$ cat src/rtl/alu_writeback_buffer.sv
// Result queue between the ALU and the writeback/bypass port.
// Latency: 1 cycle from push to head. With ALU_WB_BYPASS_EN, an empty buffer passes the input through with 0 cycles.
// Backpressure: in_ready_o drops only when all DEPTH entries are occupied; out_ready_i stalls the head in place.
//
// Optional feature macro: ALU_WB_BYPASS_EN
//   When defined, an empty buffer drives the incoming ALU result straight to
//   out_* in the same cycle. If the writeback port accepts it, nothing is stored.
//   When undefined, there is no combinational path from in_* to out_*.
//
// Ports:
//   clk, reset            clock and synchronous active-high reset
//   flush_i               recovery flush; drops every entry and this cycle's input
//   in_valid_i/in_ready_o ALU-side handshake
//   in_data_i, in_cout_i, in_flags_i, in_tag_i   ALU result payload
//   out_valid_o/out_ready_i  writeback-side handshake
//   out_data_o, out_cout_o, out_flags_o, out_tag_o   head payload (all zero when not valid)
//   count_o               number of stored entries (a bypassed item is never counted)
module alu_writeback_buffer #(
    parameter int DATA_W = 32,
    parameter int FLAG_W = 6,
    parameter int TAG_W  = 7,
    parameter int DEPTH  = 4
) (
    input  logic                       clk,
    input  logic                       reset,
    input  logic                       flush_i,
    input  logic                       in_valid_i,
    output logic                       in_ready_o,
    input  logic [DATA_W-1:0]          in_data_i,
    input  logic                       in_cout_i,
    input  logic [FLAG_W-1:0]          in_flags_i,
    input  logic [TAG_W-1:0]           in_tag_i,
    output logic                       out_valid_o,
    input  logic                       out_ready_i,
    output logic [DATA_W-1:0]          out_data_o,
    output logic                       out_cout_o,
    output logic [FLAG_W-1:0]          out_flags_o,
    output logic [TAG_W-1:0]           out_tag_o,
    output logic [$clog2(DEPTH+1)-1:0] count_o
);

    localparam int PTR_W = $clog2(DEPTH);
    localparam int CNT_W = $clog2(DEPTH+1);
    localparam logic [CNT_W-1:0] FULL_CNT = CNT_W'(DEPTH);
    localparam logic [CNT_W-1:0] ONE_CNT  = CNT_W'(1);
    localparam logic [PTR_W-1:0] ONE_PTR  = PTR_W'(1);

    typedef struct packed {
        logic [DATA_W-1:0] data;
        logic              cout;
        logic [FLAG_W-1:0] flags;
        logic [TAG_W-1:0]  tag;
    } entry_t;

    // Payload storage. It is not reset: validity is tracked by count alone.
    entry_t           mem [DEPTH];
    logic [PTR_W-1:0] wr_ptr;
    logic [PTR_W-1:0] rd_ptr;
    logic [CNT_W-1:0] count;

    entry_t in_ent;
    entry_t head_ent;
    entry_t out_ent;
    logic   full;
    logic   empty;
    logic   push;
    logic   pop;
    logic   byp_vld;
    logic   byp_take;

    assign in_ent = '{data: in_data_i, cout: in_cout_i, flags: in_flags_i, tag: in_tag_i};
    assign head_ent = mem[rd_ptr];

    assign full  = (count == FULL_CNT);
    assign empty = (count == '0);

    // Ready is a function of registered occupancy only, so it never depends on out_ready_i.
    assign in_ready_o = ~full;

`ifdef ALU_WB_BYPASS_EN
    // An empty buffer offers the live input. If it is taken this cycle, it is never written.
    assign byp_vld  = empty & in_valid_i & ~flush_i;
    assign byp_take = byp_vld & out_ready_i;
`else
    assign byp_vld  = 1'b0;
    assign byp_take = 1'b0;
`endif

    assign push = in_valid_i & ~full & ~flush_i & ~byp_take;
    // Popping works on stored entries only. A bypassed item is consumed through byp_take.
    assign pop  = ~empty & out_ready_i & ~flush_i;

    always_comb begin
        out_ent = '0;
        if (!empty) begin
            out_ent = head_ent;
        end else if (byp_vld) begin
            out_ent = in_ent;
        end
    end

    assign out_valid_o = ~empty | byp_vld;
    assign out_data_o  = out_ent.data;
    assign out_cout_o  = out_ent.cout;
    assign out_flags_o = out_ent.flags;
    assign out_tag_o   = out_ent.tag;
    assign count_o     = count;

    always_ff @(posedge clk) begin
        if (push) begin
            mem[wr_ptr] <= in_ent;
        end
    end

    // Reset takes priority over flush. Both discard every queued entry at once.
    always_ff @(posedge clk) begin
        if (reset) begin
            wr_ptr <= '0;
            rd_ptr <= '0;
            count  <= '0;
        end else if (flush_i) begin
            wr_ptr <= '0;
            rd_ptr <= '0;
            count  <= '0;
        end else begin
            if (push) begin
                wr_ptr <= wr_ptr + ONE_PTR;
            end
            if (pop) begin
                rd_ptr <= rd_ptr + ONE_PTR;
            end
            unique case ({push, pop})
                2'b10:   count <= count + ONE_CNT;
                2'b01:   count <= count - ONE_CNT;
                default: count <= count;
            endcase
        end
    end

endmodule
$ cat config.mk
export PLATFORM = sky130hd
export DESIGN_NAME = alu_writeback_buffer
export DESIGN_NICKNAME = d
export VERILOG_FILES = /design/src/rtl/alu_writeback_buffer.sv
export SDC_FILE = /design/constraint.sdc
export NUM_CORES = 1
export LEC_CHECK = 0
export CORE_ASPECT_RATIO = 1.75
export CORE_MARGIN = 5
export CORE_UTILIZATION = 33
export DETAILED_ROUTE_END_ITERATION = 10
export SLEW_MARGIN = 20
export SYNTH_ARGS = -nofsm -noshare
export SYNTH_HDL_FRONTEND = slang
export SYNTH_SLANG_ARGS = --single-unit
$ cat constraint.sdc
create_clock -name clk -period 3.08 [get_ports clk]
set_clock_uncertainty 0.05 [all_clocks]
set_input_delay 0.462 -clock clk [delete_from_list [all_inputs] [get_ports clk]]
set_output_delay 0.462 -clock clk [all_outputs]
set_load 0.1 [all_outputs]
; ---- Word level (Yosys, flattened, before mapping)
; Memories as Yosys holds them, arrays and structs flattened. A register that Yosys moved wholly into a read port is not among the register bits.
; Cells that the tools add are included.
[totals]
latchBits = 0
mem_bits_ro = 0
mem_bits_rw = 184
word_cells = 27
memories = 1
ff_bits = 7
[op_classes]
div = 0
bitwise_logic = 7
reduce_logical = 3
multipliers = 0
eq_ne = 3
n_shift = 0
muxes = 6
n_addsub = 4
magnitude_cmp = 0
[mem_list]
columns = memory, words, word_bits, rd, rd_clocked_by_memory_dff, write_ports, line
row1 = mem, 4, 46, 1, 1, 1, 56  ; entry_t mem [DEPTH];
[ops]
columns = operator, count
row1 = $mux 46, 1
row2 = $pmux 3 s2, 1
row3 = $add 2x1->2 const B, 2
row4 = $and 1x1->1, 4
row5 = $mux 2, 2
row6 = $add 3x1->3 const B, 1
row7 = $eq 3x3->1 const B, 1
row8 = $logic_not 3->1, 1
row9 = $not 1->1, 3
row10 = $sub 3x1->3 const B, 1
row11 = $eq 2x1->1 const B, 1
row12 = $eq 2x2->1 const B, 1
row13 = $mux 1, 2
row14 = $reduce_bool 2->1, 1
row15 = $reduce_or 2->1, 1

; ---- Depth between registers and ports, before layout
; Gate-level depths: netlist of the first run.
[depth]
word_depth = 6
ltp_mapped = 10
ltp_nobuf = 9

; ---- Worst setup path before layout of the first run
; Ideal clock, no wire load.
[synth_path]
kind = register to output
start = register count[1], in the netlist count_o[1]
end = output out_data_o[12]
t_arrival_ns = 2.902
setup_slack_ns = -0.334
path_buffers = 2
required_ns = 2.568
stages_incl_launch_ff = 5
path_cell_list = dfxtp_1 > nor3_2 > buf_4 > clkbuf_1 > nor2b_1
[synth_via]
elab_chain_cells = 2
[synth_lines]
columns = element, line
row1 = from (decl), 59  ; logic [CNT_W-1:0] count;
row2 = from (signal assigned), 133  ; 2'b10: count <= count + ONE_CNT;
row3 = from (signal assigned), 134  ; 2'b01: count <= count - ONE_CNT;
row4 = from (signal assigned), 135  ; default: count <= count;
row5 = $logic_not 3->1, 75  ; assign empty = (count == '0);
row6 = $mux 46, 95  ; if (!empty) begin
row7 = to (decl), 35  ; output logic [DATA_W-1:0] out_data_o,
; No other way between the ends.

; ---- Worst setup path in the final report of the first run
[layout_path]
start = register count[1], in the netlist count_o[1]
end = register count[2], in the netlist count_o[2]
[layout_via]
elab_chain_cells = 6
word_cells_on_any_way = 14
cone_classes = add/sub (2) / eq/ne (3) / mux (1) / bitwise (6) / reduce/logical (2)
[layout_lines]
columns = element, line
row1 = $eq 3x3->1 or $logic_not 3->1 (tied branches), "74, 75"
row2 = "$not 1->1, on equally long branches", "89, 91"
row3 = "$and 1x1->1, on equally long branches (2 in a row)", "89, 91"
row4 = $eq 2x1->1 or $eq 2x2->1 (tied branches), 132  ; unique case ({push, pop})
row5 = $pmux 3 s2 or $reduce_bool 2->1 (tied branches), -
; Several ways; a longest one is shown, not always the timed one.
; A chain may end at the register's enable or synchronous reset.

==> results of run 1 <==
worst max path at each step:
stage	slack, ps	cells past startpoint	end
floorplan	-330	4	out_data_o[12]
global placement	350	10	count_o[2]
detailed placement	260	10	count_o[2]
CTS	360	4	out_flags_o[0]
global route	300	9	count_o[2]
finish	410	9	count_o[2]
logic make-up after synthesis:
logic type | after synthesis
simple gates | 67
buf+inv | 24
flops | 193
compound gates | 9
mux | 46
fa+ha+maj | 6
xor+xnor | 3
flip-flops by register name, indices dropped and copies added, names as in the netlist, named ones only:
name,flops
mem,184
wr_ptr,2
rd_ptr,2
count_o,3
tightest hold or removal path, cell delays in order, from the launching register on:
cell and delay (ps):
dfxtp_1 310, o21ai_0 70, a21oi_1 90
cell type report:
class / count / area (sq um)
Multi-Input combinational cell: 131 / 1680
Sequential cell: 193 / 5710
Inverter: 7 / 26.3
Clock buffer: 20 / 437
Timing Repair Buffer: 110 / 1040
Clock inverter: 11 / 115
Tap cell: 300 / 375
Fill cell: 2030 / 13200
power by group through the flow:
stage	sequential, mW	clock, mW	combinational [mW]
finish	2.92	2.06	0.395
global route	2.92	2.25	0.417
CTS	2.92	2.13	0.402
detailed placement	2.98	0	0.401
global placement	2.97	0	0.394
floorplan	2.98	0	0.240
routing by layer:
layer / track usage [%] / routed length, um
met2: 21.0 / 8220
met1: 13.6 / 5600
met5: 0 / 0
met3: 2.92 / 639
met4: 5.28 / 297
stage by stage:
step / setup WS, ps / std cells / TNS (ps) / hold WS (ps) / instance area [sq um]
global route: 300 / 772 / 0 / 520 / 9380
finish: 415 / 772 / 0 / 478 / 9380
detailed placement: 263 / 741 / 0 / 467 / 8830
global placement: 352 / 741 / 0 / 428 / 8830
CTS: 361 / 772 / 0 / 482 / 9380
floorplan: -334 / 348 / -5910 / 409 / 7520
placed cells by master (no fill, tap or decap), drive strengths merged, types with 3 or more instances in the layout:
master and count:
nor2b 43, clkbuf 20, clkdlybuf4s50 50, xor2 3, buf 60, edfxtp 184
a21oi 4, ha 5, mux4 46, and3 4, clkinv 5, dfxtp 9
and2b 4, nor2 7, inv 8, clkinvlp 3
==> results by stage, run 1 <==
GRT:
- Across every metal layer, demand over resource in global routing totals between 10% and 20%.
- The number of global-route vias before repair is 4043.
- The number of antenna violations at the first check in global routing was 0.
- The first global-routing pass estimated 22800 um of wire.
- The leftover overflow at the end of global routing is 0.
- The maximum number of pins on one net before global-route repair is 47.

Worst setup path:
- STA puts the critical path data required time at around 3400 ps.
- The class of the most critical setup path is register to register.
- The largest single stage delay on the critical path is around 530 ps.
- The endpoint identified for the worst register-to-register timing path is count_o[2].
- Walking the worst path, the cells encountered are or3b_1 -> and2_4 -> inv_1 -> ha_1 -> inv_1 -> fa_1 -> xor2_1 -> or3_2 -> a21oi_1.
- The data arrival time of the worst path is 2960 ps.
- The worst reg-to-reg setup slack is 410 ps.
- The critical-path cell with the highest stage delay is or3b_1.
- Tracing the worst setup path back leads to its startpoint at count_o[1].
- The most frequent cell on the critical path is inv_1.
- The worst setup path is launched from a register.
- The number of buffers and inverters on the critical path is 2.
- STA classifies the critical path endpoint as a register.
- Broken down by cell family, the worst path's largest delay share belongs to simple AND/OR/NAND/NOR gates.
- The startpoint identified for the worst register-to-register timing path is count_o[1].
- In this run the worst path has a maximum fanout of 9.
- The worst register-to-register path has a depth of 9.

Synth:
- Yosys instantiated no cell more often than edfxtp_1.
- The flip-flop and latch count after synthesis is just under 200.
- Yosys printed 0 warnings.
- In the synthesized netlist the dominant register cell turns out to be edfxtp_1.
- The average cell area after synthesis is about 21 sq um.
- Yosys attributes the largest share of cell area to edfxtp_1, mux4_2, nor2b_1, dfxtp_1, buf_6.
- Summing the areas of all and, or, nand and nor instances in the mapped netlist gives under 10% of the synthesized area.
- For this run, the register share of the synthesized area comes to 76.4%.
- After synthesis, the largest family of logic cells by area is multiplexers.
- The number of enable-type register cells in the synthesized netlist is approximately 180.
- The synthesized netlist devotes less than 1% of its cell area to XOR and XNOR gates.
- The portion of netlist area occupied by mux cells is between 10% and 20%.
- The cell count after synthesis came out at around 350.
- The synthesized netlist devotes 0.787% of its cell area to compound gates.
- The commonest cells after synthesis are edfxtp_1, mux4_2, nor2b_1, dfxtp_1.
- The share of synthesized registers carrying an async set or reset is 0%.
- In this run the biggest area consumer among cell types represents between 70% and 80% of the synthesized area.
- The largest area contributor in the netlist is edfxtp_1.
- The total nets after synthesis is slightly above 400.
- The adder and majority gate portion of the synthesized area is under 10%.
- The post-synthesis cell area is 7470 sq um.
- Synthesis instantiated 30 different standard cells from the library.

Pwr:
- The internal power is between 4 and 5 mW.
- Across the VDD grid, the largest voltage drop is between 0.2 and 0.3 mV.
- The overall power consumption is 5.37 mW.
- For this design the ratio of total power to cell area is between 500 and 600 nW/um^2.
- Of the total power, the share spent switching nets is roughly a fifth.
- The share of power burned in combinational logic is about 7.4%.
- The static leakage is 3.02 nW.
- Registers are responsible for a little over half of the overall power.
- Summed over all nets, the switching power comes to approximately 1.1 mW.
- The portion of total power attributed to the clock network is about two fifths.

Outcome:
- The run finished with clean final reports.

Die:
- The vertical die dimension is ~210 um.
- The standard cell core area is 22600 sq um.
- The standard-cell row count is 73.
- The width of the die is between 100 and 150 um.
- The initial utilization of the core area, before any placement, comes to about 33%.
- The number of top-level pins is 102.
- The total die area is approximately 26000 sq um.

Run:
- The max capacitance violation total is 0.

Drt:
- The routed wire length is approximately 15000 um.
- After the first detailed-routing iteration, the DRC count stood at 155.
- The average wire length per cell after detail routing is 19.1 um.
- Dividing the detail-routed via count by the number of cells gives around 4.7.
- In the routed design, unresolved DRC markers number 0.
- The number of nets still failing antenna checks after routing is 0.
- The overall via count from detail_route is about 3600.
- The number of detailed-routing iterations run before antenna repair is 4.

Placement:
- The total half-perimeter wirelength after legalization and detailed placement is 8820 um.
- The congestion estimate from routability-driven global placement came to between 0.6 and 0.7.
- The quantity of I/O buffers inserted on ports is 101.

Clocking:
- After clock tree synthesis, the flow added hold-fix buffers numbering 0.
- The TritonCTS clock tree is done.
- The count of H-tree levels built during CTS is 4.
- The clock transition at the registers of the reported paths is 60 ps.
- The number of gates resized after CTS was 0.
- The number of buffers added by the clock tree synthesis step is 17.
- The later-pin clock latency in the skew report is about 420 ps.
- The root buffer cell is clkbuf_16.
- The number of sinks on the clock net is between 150 and 200.
- The clock passes through at most 2 buffers.
- The number of setup buffers added after CTS is 0.

STA:
- The achievable clock frequency is ~0.38 GHz.
- Setup violations remaining at the end of the flow were counted as 0.
- The worst path needs 2670 ps of the cycle, external delays included.
- For the pin with the worst max-slew slack, the measured transition is a little under 500 ps.
- Headroom to the max-slew limit came out at roughly two thirds.
- The fraction of the cycle the final worst path needs is approximately 87%.
- The hold violation count in the final report is 0.
- The final number of max-transition violations was 0.
- Setup repair after global routing left no endpoint under its margin.

Hold path:
- The worst hold path belongs to the class register to register.
- The hold path startpoint is rd_ptr[1].
- The number of cells on the worst hold path is 2.

Finish:
- The area growth from synthesis to layout is 25.6%.
- In the final layout, the share of cells above drive strength 1 is 34.5%.
- The net count of the finished layout is ~520.
- The utilization after layout is just over 40%.
- 0 antenna diodes ended up in the layout.
Note: power is estimated with default switching activity, not from simulation.
==> run 2, diff against run 1 <==
--- a/config.mk
+++ b/config.mk
@@ -6,7 +6,7 @@
 export NUM_CORES = 1
 export LEC_CHECK = 0
 export CORE_ASPECT_RATIO = 1.75
-export CORE_MARGIN = 5
+export CORE_MARGIN = 1
 export CORE_UTILIZATION = 33
 export DETAILED_ROUTE_END_ITERATION = 10
 export SLEW_MARGIN = 20
==> run 2 against run 1 <==
  * Die area fell by 10%
  * Cell count decreased by 0.39%
  * Sequential power is essentially flat
  * First-iteration DRC count is 1.3% lower
  * Via count shrank 0.91%
  * Worst hold slack worse by 39 ps
  * Critical path depth decreased by 5
  * Power up 4.0%
  * Sequential cell count did not move
  * Critical path type is now register to output pin
==> results by stage, run 2 (synthesized netlist as in run 1, its figures left out) <==
Die:
- The standard-cell row count was 72 (-1.4%).
- The standard cell core area is 22200 sq um (-1.8%).
- The total die area came to 23300 sq um (-10%).
- The width of the die came to 116 um (-6.5%).
- The initial core utilization is 33.7% (+0.60 points).
- The vertical die dimension is 201 um (-3.8%).
- The number of top-level pins is 102 (unchanged).

Worst setup path:
- The endpoint type of the worst setup path is an output pin.
- The critical-path cell with the highest stage delay is dfxtp_2.
- The largest fanout on the critical path is 19 (+10).
- The worst setup path is launched from a register.
- The critical path is of the register to output pin type.
- The critical path goes through buf_4 -> mux4_2 -> nor2b_2 -> buf_4.
- The required time at the worst-slack endpoint is 2570 ps (-810 ps).
- The delay contributed by the slowest stage of the critical path is 630 ps (+100 ps).
- The number of buffers and inverters on the critical path is 2 (unchanged).
- The family with the most delay on the worst path is buffers and inverters.
- The data arrival time of the worst path is 2240 ps (-720 ps).
- Counting stages on the worst path, the most repeated cell is buf_4.

GRT:
- The maximum number of pins on one net before global-route repair is 50 (+6.4%).
- The number of global-route vias before repair is 4062 (+0.47%).
- The global-route wire length before repair is 22600 um (-0.88%).
- The combined global-route utilization of all metal layers is 13.6% (+1.6 points).
- The leftover overflow at the end of global routing came to 0 (unchanged).
- The number of antenna violations at the first check in global routing was 0 (unchanged).

Finish:
- Relative to the synthesized area, the layout overhead comes to 26.5%.
- The filler cell count is 1982 (-2.4%).
- The register with the most flip-flops is mem.
- The net count of the finished layout is 517 (unchanged).
- The share of post-route cells with drive strength above 1 is 35.3% (+0.77 points).
- The utilization after layout was 42.6% (+1.1 points).
- The most common cell after layout, fill and taps aside is edfxtp_1.
- The top cell types in the final layout, fill and taps aside, are edfxtp_1, buf_4, clkdlybuf4s50_1.
- The number of flip-flops under the largest register name was 184 (unchanged).
- The diode insertion count for antenna repair is 0 (unchanged).

STA:
- The hold violation count in the final report came to 0 (unchanged).
- The final setup violation count was 0 (unchanged).
- The fraction of the cycle the final worst path needs is 89.5% (+2.9 points).
- Setup repair after global routing left no endpoint under its margin.
- The achievable clock frequency was 0.363 GHz (-3.3%).
- The remaining max-slew budget at the tightest pin is 68.3% (+0.99 points).
- The final number of max-transition violations was 0 (unchanged).
- The setup TNS after final layout is 0 ps (unchanged).
- The transition time at the pin with the least slew margin is 475 ps (-14.8 ps).
- The final critical delay including setup and external delays is 2760 ps (+90.2 ps).

Outcome:
- The run finished with clean final reports.

Clocking:
- The number of buffers added by the clock tree synthesis step was 17 (unchanged).
- The count of H-tree levels built during CTS is 4 (unchanged).
- The number of sinks on the clock net was 193 (unchanged).
- The TritonCTS clock tree is done.
- The number of hold buffers added after CTS is 0 (unchanged).
- The count of cells resized by post-cts repair is 0 (unchanged).
- The later-pin clock latency in the skew report is 430 ps (about the same).
- The root buffer cell chosen for the clock tree is clkbuf_16.
- The number of buffers between clock root and the deepest sink came to 2 (unchanged).
- The clock transition at the registers of the reported paths is 70 ps (about the same).
- The number of setup buffers added after CTS is 0 (unchanged).

Run:
- The max capacitance violation total came to 0 (unchanged).

Drt:
- The number of detailed-routing iterations run before antenna repair is 4 (unchanged).
- The via density per instance is 4.65 (-0.53%).
- The routed wire length is 14300 um (-2.8%).
- The count of unresolved DRC violations after routing was 0 (unchanged).
- The overall via count from detail_route is 3576 (-0.91%).
- The number of nets still failing antenna checks after routing is 0 (unchanged).
- The starting DRC count in detailed routing came to 153 (-1.3%).
- The average wire length per cell after detail routing is 18.6 um (-2.4%).

Hold path:
- The min-delay analysis places its worst path in the category register to register.

Placement:
- The quantity of I/O buffers inserted on ports was 101 (unchanged).
- The weighted congestion at the end of routability-driven global placement is 0.679 (-0.26%).
- The total half-perimeter wirelength after legalization and detailed placement is 8540 um (-3.2%).

Pwr:
- The worst-case vdd ir drop was 0.324 mV (+15%).
- The static leakage was 3.07 nW (+1.5%).
- The power density of the placed cells came to 592 nW/um^2 (+3.3%).
[run 2: changes by cell type in the layout (fill, tap and decap cells not counted), sizes merged]
cell / previous run / this run
clkinv: 5 / 1
bufinv: 2 / 1
clkbuf: 20 / 27
inv: 8 / 7
[run 2: layer usage]
metal / routed length (um) / global-route usage [%] / up-vias
li1: - / - / 1619
met1: 5510 / 14.9 / 1873
met2: 8050 / 24.6 / 68
met3: 551 / 3.71 / 16
met4: 235 / 5.08 / 0
met5: 0 / 0 / -
[run 2: final timing paths]
kind	start	endpoint	cells past startpoint	slack, ps
worst min register to register	rd_ptr[1]	register	2	440
worst min-delay path	rd_ptr[1]	register	2	440
worst max-delay path	register	out_tag_o[6]	4	320
worst max register to register	count_o[1]	count_o[2]	9	490
[run 2: where the power goes]
group | switching, mW | total, mW | internal (mW)
Combinational | 0.251 | 0.393 | 0.142
Clock | 0.898 | 2.28 | 1.38
Sequential | 0.00915 | 2.92 | 2.91
Total | 1.16 | 5.59 | 4.43
[run 2: cell type report]
type,count,area (sq um),area share (%)
Sequential cell,193,5710,60.4
Inverter,7,26.3,0.278
Tap cell,296,370,3.92
Multi-Input combinational cell,131,1680,17.8
Clock buffer,27,579,6.13
Timing Repair Buffer,110,1030,10.9
Clock inverter,5,57.6,0.609
[run 2: metrics by stage]
| step | setup slack (ps) | hold WS, ps | power [mW] | instance area, sq um | cells |
|---|---|---|---|---|---|
| 2_1_floorplan | -334 | 409 | 3.22 | 7520 | 348 |
| 3_3_place_gp | 348 | 420 | 3.37 | 8810 | 737 |
| 3_5_place_dp | 261 | 432 | 3.38 | 8810 | 737 |
| 4_1_cts | 241 | 439 | 5.67 | 9450 | 769 |
| 5_1_grt | 191 | 512 | 5.77 | 9450 | 769 |
| 6_report | 324 | 440 | 5.59 | 9450 | 769 |
[run 2: tightest hold or removal path, delay by kind of cell (launching register included)]
family / cells / cell delay (ps)
compound gates: 2 / 140
flops: 1 / 310
==> run 3, diff against run 2 <==
--- a/config.mk
+++ b/config.mk
@@ -5,7 +5,7 @@
 export SDC_FILE = /design/constraint.sdc
 export NUM_CORES = 1
 export LEC_CHECK = 0
-export CORE_ASPECT_RATIO = 1.75
+export CORE_ASPECT_RATIO = 1.2
 export CORE_MARGIN = 1
 export CORE_UTILIZATION = 33
 export DETAILED_ROUTE_END_ITERATION = 10
==> run 3 against run 2 <==
  * Combinational power is 5.9% higher
  * Cell count is 2.5% lower
  * Critical endpoint is now out_data_o[22]
  * Sequential power hardly changed
  * Worst hold slack better by 13 ps
  * Critical path depth stayed put
  * Via count is 0.53% higher
  * Non-clock buffer count is 2 higher
  * Die area hardly changed
  * Design area is 2.1% higher
  * Highest routed layer unchanged
  * Setup slack better by 67 ps
==> results by stage, run 3 (synthesized netlist as in run 1, its figures left out) <==
Pwr:
- The worst-case vdd ir drop is 0.346 mV (+6.7%).
- The overall power consumption is 5.61 mW (+0.29%).
- The static leakage is 3.12 nW (+1.7%).
- The power density of the placed cells came to 581 nW/um^2 (-1.8%).

Drt:
- The count of unresolved DRC violations after routing is 0 (unchanged).
- The starting DRC count in detailed routing is 166 (+8.5%).
- The number of nets still failing antenna checks after routing came to 0 (unchanged).
- The number of detailed-routing iterations run before antenna repair is 4 (unchanged).
- The average wire length per cell after detail routing is 19.0 um (+1.7%).
- The via density per instance is 4.79 (+3.1%).
- The routed wire length came to 14200 um (-0.82%).
- The overall via count from detail_route is 3595 (+0.53%).

STA:
- The transition time at the pin with the least slew margin came to 500 ps (+25.4 ps).
- The final number of max-transition violations was 0 (unchanged).
- The hold violation count in the final report is 0 (unchanged).
- The remaining max-slew budget at the tightest pin is 66.6% (-1.7 points).
- Setup repair after global routing left no endpoint under its margin.
- The fraction of the cycle the final worst path needs is 87.3% (-2.2 points).
- The achievable clock frequency is 0.372 GHz (+2.5%).
- The final setup violation count is 0 (unchanged).
- The final critical delay including setup and external delays came to 2690 ps (-66.9 ps).

Hold path:
- The worst hold path begins at rd_ptr[1].
- The kind of path behind the tightest hold check is register to register.
- The number of cells on the worst hold path came to 2 (unchanged).

Worst setup path:
- The data arrival time of the worst path is 2180 ps (-60 ps).
- The end of the worst register-to-register path is count_o[2].
- STA classifies the critical path endpoint as an output pin.
- The worst reg2reg path depth is 9 (unchanged).
- The worst reg-to-reg setup slack is 450 ps (-40 ps).
- The required time at the worst-slack endpoint was 2570 ps (about the same).
- STA classifies the critical path startpoint as a register.
- The largest fanout on the critical path is 24 (+5).
- The origin of the critical flop-to-flop path is count_o[1].
- The class of the most critical setup path is register to output pin.

Finish:
- In the layout the commonest cells are edfxtp_1, clkdlybuf4s50_1, mux4_2.
- The layout overhead on the synthesized area is 29.1%.
- The register with the most flip-flops is mem.
- The count of placed standard cells in the final layout, fillers left out was 750 (-2.5%).
- The net count of the finished layout is 519 (+0.39%).
- The most common cell after layout, fill and taps aside is edfxtp_1.
- The share of post-route cells with drive strength above 1 is 36.4% (+1.1 points).
- The number of flip-flops under the largest register name is 184 (unchanged).

GRT:
- The number of global-route vias before repair is 3984 (-1.9%).
- The global-route wire length before repair is 22000 um (-2.6%).
- The combined global-route utilization of all metal layers came to 12.8% (-0.86 points).
- The leftover overflow at the end of global routing is 0 (unchanged).
- The number of antenna violations at the first check in global routing is 0 (unchanged).
- The maximum number of pins on one net before global-route repair was 47 (-6.0%).

Placement:
- The cell count after placement is 717 (-2.7%).
- The total half-perimeter wirelength after legalization and detailed placement is 8360 um (-2.0%).
- The quantity of I/O buffers inserted on ports is 101 (unchanged).
- The weighted congestion at the end of routability-driven global placement is 0.670 (-1.3%).

Clocking:
- The number of hold buffers added after CTS is 0 (unchanged).
- The later-pin clock latency in the skew report is 420 ps (about the same).
- The TritonCTS clock tree is done.
- The count of H-tree levels built during CTS was 4 (unchanged).
- The count of cells resized by post-cts repair is 0 (unchanged).
- The number of buffers added by the clock tree synthesis step is 17 (unchanged).
- The number of sinks on the clock net came to 193 (unchanged).
- The number of setup buffers added after CTS is 0 (unchanged).
- The number of buffers between clock root and the deepest sink is 2 (unchanged).
- The clock transition at the registers of the reported paths is 70 ps (about the same).
- The root buffer cell is clkbuf_16.

Die:
- The standard-cell row count is 59 (-18%).
- The width of the die is 139 um (+20%).
- The standard cell core area was 21900 sq um (-1.1%).
- The initial core utilization was 34.1% (+0.36 points).
- The number of top-level pins was 102 (unchanged).
- The total die area is 23300 sq um (about the same).
- The vertical die dimension is 167 um (-17%).

Outcome:
- The run finished with clean final reports.

Run:
- The max capacitance violation total is 0 (unchanged).
[run 3: worst max-delay path by stage]
stage / end / slack (ps) / cells after the start
2_1_floorplan: out_data_o[12] / -330 / 4
4_1_cts: out_data_o[22] / 300 / 4
3_5_place_dp: count_o[2] / 250 / 10
5_1_grt: out_data_o[22] / 250 / 4
6_report: out_data_o[22] / 390 / 4
3_3_place_gp: count_o[2] / 340 / 10
[run 3: metrics by stage]
stage               utilization (%)  hold slack [ps]  TNS, ps  cell area, sq um  setup WS [ps]
finish                         44.0              452        0              9650            391
global route                   44.0              513        0              9650            245
CTS                            44.0              454        0              9650            300
detailed placement             41.2              443        0              9020            249
global placement               41.2              413        0              9020            342
floorplan                         -              409    -5910              7520           -334
[run 3: power by group]
part	internal, mW	total, mW	leakage (nW)	switching, mW
clock	1.24	2.27	0.298	1.03
sequential	2.91	2.92	1.75	0.0106
combinational	0.161	0.416	1.08	0.255
total	4.31	5.61	3.12	1.29
[run 3: area by class of cell]
class / instances / area [sq um]
multi-input combinational: 131 / 1680
fill: 1887 / 12300
timing repair buffer: 112 / 1270
sequential: 193 / 5710
clock inverter: 15 / 196
clock buffer: 17 / 425
inverter: 7 / 26.3
antenna: 1 / 2.50
tap: 274 / 343
[run 3: metal layers]
metal | wire (um) | part of all wire [%] | vias up | global-route usage (%)
met1 | 5960 | 42 | 1880 | 15.1
met5 | 0 | 0 | - | 0
met2 | 7480 | 53 | 81 | 22.5
li1 | - | - | 1624 | -
met4 | 99 | 0.70 | 0 | 3.91
met3 | 677 | 4.8 | 10 | 3.51
[run 3: critical path, stage by stage, from the launching register on]
cell and delay, ps:
dfxtp_4 540, buf_12 270, mux4_2 540, nor2b_2 170, buf_4 240
